==> src/rtl/ifu_fetch_queue.sv <==
// ---------------------------------------------------------------------------
// ifu_fetch_queue
//
// Instruction-fetch front end. Owns the fetch PC, issues sequential word
// fetches over a request/response memory port (one request outstanding at a
// time, variable latency), buffers returned instructions in a DEPTH-entry
// FIFO and presents them downstream on a valid/ready interface. Supports a
// PC redirect that flushes everything fetched so far, and stops fetching at
// an ebreak, raising a sticky halt once the ebreak is consumed downstream.
//
// Parameters:
//   XLEN        PC / instruction width (only 32 supported)
//   DEPTH       instruction FIFO entries (power of 2, >= 2)
//   RESET_PC    fetch PC after reset
//   EBREAK_INST encoding treated as ebreak
//
// Ports:
//   clk             in   rising-edge clock
//   rst             in   synchronous active-high reset
//   mem_req_valid   out  fetch request valid
//   mem_req_ready   in   memory accepts request
//   mem_req_addr    out  fetch address (word aligned)
//   mem_resp_valid  in   response valid (one per accepted request, in order)
//   mem_resp_data   in   fetched instruction
//   redirect_valid  in   flush and restart fetch at redirect_pc
//   redirect_pc     in   new fetch PC (bits [1:0] forced to zero)
//   out_valid       out  instruction available
//   out_ready       in   downstream accepts
//   out_pc          out  PC of head instruction
//   out_inst        out  head instruction
//   halt            out  sticky; set when an ebreak is consumed
// ---------------------------------------------------------------------------
module ifu_fetch_queue #(
  parameter int              XLEN        = 32,
  parameter int              DEPTH       = 4,
  parameter logic [XLEN-1:0] RESET_PC    = 32'h8000_0000,
  parameter logic [XLEN-1:0] EBREAK_INST = 32'h0010_0073
) (
  input  logic            clk,
  input  logic            rst,
  output logic            mem_req_valid,
  input  logic            mem_req_ready,
  output logic [XLEN-1:0] mem_req_addr,
  input  logic            mem_resp_valid,
  input  logic [XLEN-1:0] mem_resp_data,
  input  logic            redirect_valid,
  input  logic [XLEN-1:0] redirect_pc,
  output logic            out_valid,
  input  logic            out_ready,
  output logic [XLEN-1:0] out_pc,
  output logic [XLEN-1:0] out_inst,
  output logic            halt
);

  localparam int AW = $clog2(DEPTH);
  localparam int CW = AW + 1;
  localparam logic [CW-1:0] FULL_COUNT = CW'(DEPTH);

  // Fetch-side state
  logic [XLEN-1:0] fetch_pc;
  logic [XLEN-1:0] req_pc;
  logic            inflight;
  logic            discard;
  logic            halting;

  // Instruction FIFO
  logic [XLEN-1:0] pc_mem   [DEPTH];
  logic [XLEN-1:0] inst_mem [DEPTH];
  logic [AW-1:0]   rd_ptr;
  logic [AW-1:0]   wr_ptr;
  logic [CW-1:0]   count;

  // Per-cycle events
  logic            req_fire;
  logic            resp_take;
  logic            push;
  logic            pop;
  logic            push_ebreak;
  logic            pop_ebreak;
  logic            stale_next;
  logic [XLEN-1:0] redirect_aligned;

  // The low two bits of the redirect target are deliberately dropped.
  logic unused_redirect_lsbs;
  assign unused_redirect_lsbs = ^redirect_pc[1:0];
  assign redirect_aligned     = {redirect_pc[XLEN-1:2], 2'b00};

  // Request/response/FIFO handshakes. Redirect suppresses both push and pop:
  // the FIFO is being cleared that cycle, so neither may take effect.
  // A request needs a free FIFO slot for its eventual response; since only
  // one request is ever outstanding, that is simply count < DEPTH here.
  always_comb begin
    mem_req_valid = 1'b0;
    out_valid     = 1'b0;
    req_fire      = 1'b0;
    resp_take     = 1'b0;
    push          = 1'b0;
    pop           = 1'b0;
    push_ebreak   = 1'b0;
    pop_ebreak    = 1'b0;
    stale_next    = 1'b0;

    mem_req_valid = !rst && !inflight && !halt && !halting && (count < FULL_COUNT);
    out_valid     = !rst && (count != '0) && !halt;

    req_fire  = mem_req_valid && mem_req_ready;
    resp_take = mem_resp_valid && inflight;
    push      = resp_take && !discard && !redirect_valid;
    pop       = out_valid && out_ready && !redirect_valid;

    push_ebreak = push && (mem_resp_data == EBREAK_INST);
    pop_ebreak  = pop && (inst_mem[rd_ptr] == EBREAK_INST);

    // On redirect, whatever request is still unanswered after this edge
    // (old one with no response yet, or one accepted right now) is stale.
    stale_next = req_fire || (inflight && !mem_resp_valid);
  end

  assign mem_req_addr = fetch_pc;
  assign out_pc       = pc_mem[rd_ptr];
  assign out_inst     = inst_mem[rd_ptr];

  // Fetch PC, outstanding-request tracking and the discard flag. req_pc keeps
  // the address of the outstanding request so the response can be tagged
  // with it when pushed.
  always_ff @(posedge clk) begin
    if (rst) begin
      fetch_pc <= RESET_PC;
      req_pc   <= RESET_PC;
      inflight <= 1'b0;
      discard  <= 1'b0;
    end else begin
      if (redirect_valid) begin
        fetch_pc <= redirect_aligned;
      end else if (req_fire) begin
        fetch_pc <= fetch_pc + XLEN'(4);
      end

      if (req_fire) begin
        inflight <= 1'b1;
        req_pc   <= fetch_pc;
      end else if (resp_take) begin
        inflight <= 1'b0;
      end

      if (redirect_valid && stale_next) begin
        discard <= 1'b1;
      end else if (resp_take) begin
        discard <= 1'b0;
      end
    end
  end

  // FIFO pointers and occupancy. A simultaneous push and pop leaves the
  // count unchanged, which also covers the full case.
  always_ff @(posedge clk) begin
    if (rst) begin
      rd_ptr <= '0;
      wr_ptr <= '0;
      count  <= '0;
    end else if (redirect_valid) begin
      rd_ptr <= '0;
      wr_ptr <= '0;
      count  <= '0;
    end else begin
      if (push) begin
        wr_ptr <= wr_ptr + AW'(1);
      end
      if (pop) begin
        rd_ptr <= rd_ptr + AW'(1);
      end
      if (push && !pop) begin
        count <= count + CW'(1);
      end else if (pop && !push) begin
        count <= count - CW'(1);
      end
    end
  end

  // FIFO storage needs no reset: nothing is read before it is written.
  always_ff @(posedge clk) begin
    if (!rst && push) begin
      pc_mem[wr_ptr]   <= req_pc;
      inst_mem[wr_ptr] <= mem_resp_data;
    end
  end

  // halting stops prefetch past an ebreak as soon as it is buffered; halt
  // itself only rises once the ebreak is consumed, and only reset clears it.
  always_ff @(posedge clk) begin
    if (rst) begin
      halting <= 1'b0;
      halt    <= 1'b0;
    end else begin
      if (redirect_valid) begin
        halting <= 1'b0;
      end else if (push_ebreak) begin
        halting <= 1'b1;
      end

      if (pop_ebreak) begin
        halt <= 1'b1;
      end
    end
  end

endmodule

==> config.mk <==
export PLATFORM = sky130hd
export DESIGN_NAME = ifu_fetch_queue
export DESIGN_NICKNAME = d
export VERILOG_FILES = /design/src/rtl/ifu_fetch_queue.sv
export SDC_FILE = /design/constraint.sdc
export NUM_CORES = 1
export LEC_CHECK = 0
export CORE_MARGIN = 3
export CORE_UTILIZATION = 55
export CTS_BUF_LIST = sky130_fd_sc_hd__clkbuf_8 sky130_fd_sc_hd__clkbuf_16
export CTS_CLUSTER_DIAMETER = 200
export DETAILED_ROUTE_END_ITERATION = 10
export PLACE_DENSITY = 0.87
export SLEW_MARGIN = 20
export SYNTH_ARGS = -nofsm -noshare
export SYNTH_HDL_FRONTEND = slang
export SYNTH_SLANG_ARGS = --single-unit
==> constraint.sdc <==
create_clock -name clk -period 4 [get_ports clk]
set_clock_uncertainty 0.05 [all_clocks]
set_input_delay 0.8 -clock clk [delete_from_list [all_inputs] [get_ports clk]]
set_output_delay 0.8 -clock clk [all_outputs]
set_load 0.01 [all_outputs]
==> reports/results.env <==
SEQUENTIAL_CELL_AREA_MM2=0.00891
H_TREE_LEVELS=1
FILLERS=1364
CLOCK_LATENCY_NS=0.54
SYNTHSIMPLEGATEAREAFRAC=0.0836
DRV_SLEW=0
GRT_UTIL_ALL_LAYERS=0.235
GRT_MAX_DEGREE=57
SYNTH_TOP_FAMILY_BY_AREA='multiplexers'
CORE_AREA_MM2=0.0220
VIAS_PER_CELL=6.02
COUNT_OF_UNRESOLVED_DRC_VIOLATIONS_AFTER_ROUTING=0
ROWS=54
DRT_FIRST_ITER_VIOLATIONS=696
DIE_HEIGHT_UM=156
TRANSITION_AT_THE_PIN_WITH_THE_SMALLEST_MAX_TRANSITION_SLACK_NS=0.646
PWR_DENSITY_CELL_mW_PER_MM2=450
SYNTH_AREA_IN_ADDERS=0.00766
FINAL_HOLD_VIOS=0
GRT_SETUP_UNREPAIRED='no'
AREAGROWTHSYNTHTOFINISH_PCT=24.5
IO_BUFFER_COUNT=162
SYNTH_MUX_AREA_FRAC=0.114
DIEWIDTH_UM=156
WORST-ENDPOINT-ARRIVAL_NS=2.61
COMBINED_AREA_OF_THE_MULTI_INPUT_LOGIC_CELLS_MM2=0.00327
P_TOTAL_mW=6.95
PEAKVDDDROP_mV=0.359
OUTCOME='complete, no violations'
SYNTHESIS.YOSYS.WARNINGS=0
CLOCK_PATH_BUFFERS=3
SYNTH_COMPOUND_AREA_FRAC=0.0362
START_KIND='register'
CLOCK-SINKS=321
CP_MAX_FO=23
WL_PER_CELL_UM=23.1
YOSYSTOPAREACELL='edfxtp_1'
COUNT_OF_CELLS_RESIZED_BY_POST_CTS_REPAIR=0
SYN_INST=758
DIE_AREA_MM2=0.0244
DRT.ANTENNA.VIOLATING_NETS=0
ROOT_BUFFER='clkbuf_16'
POST_CTS_BUFFERS=0
WORSTSETUPENDPOINTTYPE='output port'
TIMING.MAX_SLEW.REL_SLACK=0.569
DRT-PASS1-ITER-COUNT=5
YS_SEQ_ELEMENTS=321
SETUP_VIOLATIONS_FINAL=0
ROUTE.FINAL.WIRE_LENGTH_MM=28.5
GLOBAL_ROUTE_WIRE_LENGTH_BEFORE_REPAIR_MM=44.0
CRIT_TYPE='register to output port'
SYNTH_AREA_LEADERS='edfxtp_1 60%, dfxtp_1 12%, mux4_2 11%'
HOLD_BUFFERS=0
CRIT_REQUIRED_NS=3.15
GRT_ANTENNA_BEFORE_REPAIR=1
POST-ROUTE-PERIOD-UTIL=0.866
ROUTED-VIA-COUNT=7437
TRITONCTS='done'
NET_TOTAL_IN_THE_FINAL_LAYOUT=1008
FRACTION_OF_FINAL_LAYOUT_CELLS_SIZED_BEYOND_DRIVE_STRENGTH_1=0.149
FIN_CRIT_NS=3.46
YOSYSSEQAREASHARE=0.718
VIA_COUNT_OF_THE_FIRST_GLOBAL_ROUTING_PASS=7754
AREA_FRACTION_OF_THE_DOMINANT_CELL_TYPE_AFTER_SYNTHESIS=0.600
NETLIST-CELL-TYPE-COUNT=43
HOLDCRITPATHCLASS='register to register'
CTS_BUFFERS=30
INITIAL_STANDARD_CELL_UTILIZATION_OF_THE_CORE=0.563
MAPPEDNETLISTAREA_MM2=0.0124
SYNTHESIS.AREA_PER_INSTANCE_UM2=16.4
ACHIEVABLE-FREQUENCY_GHz=0.289
SYNTH_XOR_XNOR_AREA_SHARE=0.0205
MAX_CAP_VIOLATIONS=0
LEAKAGEPOWER_nW=4.92
TNS_NS=0
GP_CONGESTION=0.813
GLOBALROUTE.TOTALOVERFLOW=0
POSTLAYOUTCOREUTIL=0.701
WORST_SETUP_HOLD_PATH_CLK_SLEW_NS=0.06
FLOORPLAN.IO_PINS=169
DP_HPWL_MM=17.9
[cells by family after synthesis]
| kind of cell | count (synthesis) |
|---|---|
| buffers and inverters | 58 |
| AOI/OAI and AO/OA | 72 |
| xor gates and xnor gates | 29 |
| and+or+nand+nor | 206 |
| adders and majority gates | 7 |
| other | 1 |
| DFF | 321 |
| muxes | 64 |
[layout by cell type, fill, tap and decap left out, types with 2 or more instances in the layout]
| master | instances |
|---|---|
| and2_2 | 4 |
| nor4b_1 | 4 |
| buf_12 | 2 |
| and2_1 | 3 |
| nand2_1 | 82 |
| nand4_1 | 9 |
| xnor2_1 | 24 |
| clkdlybuf4s50_1 | 161 |
| conb_1 | 4 |
| bufinv_16 | 4 |
| mux2i_1 | 2 |
| mux4_2 | 62 |
| clkbuf_16 | 32 |
| o211ai_1 | 2 |
| and3_1 | 2 |
| nor4bb_1 | 2 |
| xor2_1 | 5 |
| inv_1 | 21 |
| buf_4 | 16 |
| o21ai_0 | 6 |
| nor2_1 | 37 |
| clkinv_2 | 6 |
| a21oi_1 | 35 |
| or3_1 | 4 |
| nand3_1 | 10 |
| clkbuf_8 | 6 |
| and4_1 | 6 |
| nor4_1 | 19 |
| nand2b_1 | 2 |
| a211oi_1 | 20 |
| edfxtp_1 | 248 |
| dfxtp_1 | 71 |
| ha_1 | 6 |
| a311oi_1 | 4 |
| nor3_1 | 16 |
[final cells by class]
cell class	instances	area share
Clock buffer	38	0.0572
Tap cell	280	0.0227
Clock inverter	18	0.0124
Inverter	16	0.00389
Antenna cell	1	0.000162
Multi-Input combinational cell	382	0.212
Sequential cell	321	0.577
Timing Repair Buffer	180	0.115
[synth_stat cells]
| cell | instances |
|---|---|
| nor4b_1 | 4 |
| or4_4 | 1 |
| buf_4 | 5 |
| inv_1 | 16 |
| nor4_4 | 1 |
| or3_1 | 4 |
| nor4_1 | 19 |
| and4_1 | 6 |
| ha_1 | 6 |
| nand4_2 | 1 |
| nor2_1 | 37 |
| nand3_1 | 10 |
| and4b_1 | 1 |
| nand2b_1 | 2 |
| o211ai_1 | 2 |
| xnor2_1 | 24 |
| a311oi_1 | 4 |
| buf_1 | 2 |
| a211oi_1 | 20 |
| nand4_1 | 9 |
| mux2i_1 | 2 |
| and2_1 | 7 |
| clkbuf_1 | 29 |
| nor3b_1 | 1 |
| xor2_1 | 5 |
| nor4bb_1 | 2 |
| edfxtp_1 | 248 |
| fa_1 | 1 |
| conb_1 | 1 |
| and3_1 | 2 |
| nand4_4 | 1 |
| o22ai_1 | 1 |
| buf_2 | 6 |
| mux4_2 | 62 |
| dfxtp_1 | 73 |
| nor3_1 | 16 |
| a41oi_1 | 1 |
| o21ai_0 | 6 |
| a211o_1 | 1 |
| a21oi_1 | 35 |
| o2111a_1 | 1 |
| o32ai_1 | 1 |
| nand2_1 | 82 |
[registers in the layout, summed over array words and instances (netlist names), named ones only]
| signal | count |
|---|---|
| discard | 1 |
| halt | 1 |
| mem_req_addr | 30 |
| wr_ptr | 2 |
| count | 3 |
| inflight | 1 |
| rd_ptr | 2 |
| halting | 1 |
| pc_mem | 120 |
| inst_mem | 128 |
| req_pc | 30 |
[power by group]
group          total, mW  switching [mW]  internal, mW
combinational      0.295           0.145         0.150
clock               2.98            1.17          1.81
sequential          3.67          0.0544          3.61
[per-stage QoR]
stage | cell area, µm² | hold WS (ns) | setup slack [ns] | instances
6_report | 15400 | 0.445 | 0.536 | 1236
5_1_grt | 15400 | 0.468 | 0.375 | 1235
4_1_cts | 15400 | 0.447 | 0.458 | 1235
3_5_place_dp | 14400 | 0.439 | 0.652 | 1179
3_3_place_gp | 14400 | 0.425 | 0.662 | 1179
2_1_floorplan | 12400 | 0.410 | 0.391 | 761
[per-layer routing]
metal  part of all wire  GRT usage  up-vias
met5            0.00025          0        -
met4              0.020     0.0588        2
met3              0.083     0.0463       60
met2               0.52      0.411      390
met1               0.37      0.307     3689
li1                   -          -     3296
[worst max-delay path: stages (launching register included)]
cell and delay [ns]:
dfxtp_4 0.67, buf_4 0.32, mux4_2 0.58, clkdlybuf4s50_1 0.52
[worst paths after layout]
path / startpoint / to / slack, ns / cells past startpoint
max: register / out_inst[24] / 0.54 / 3
min: req_pc[25] / req_pc[25] / 0.45 / 2
max reg2reg: register / halt / 1.35 / 5
min reg2reg: req_pc[25] / req_pc[25] / 0.45 / 2
No activity file was read; power rests on OpenSTA's default activity.
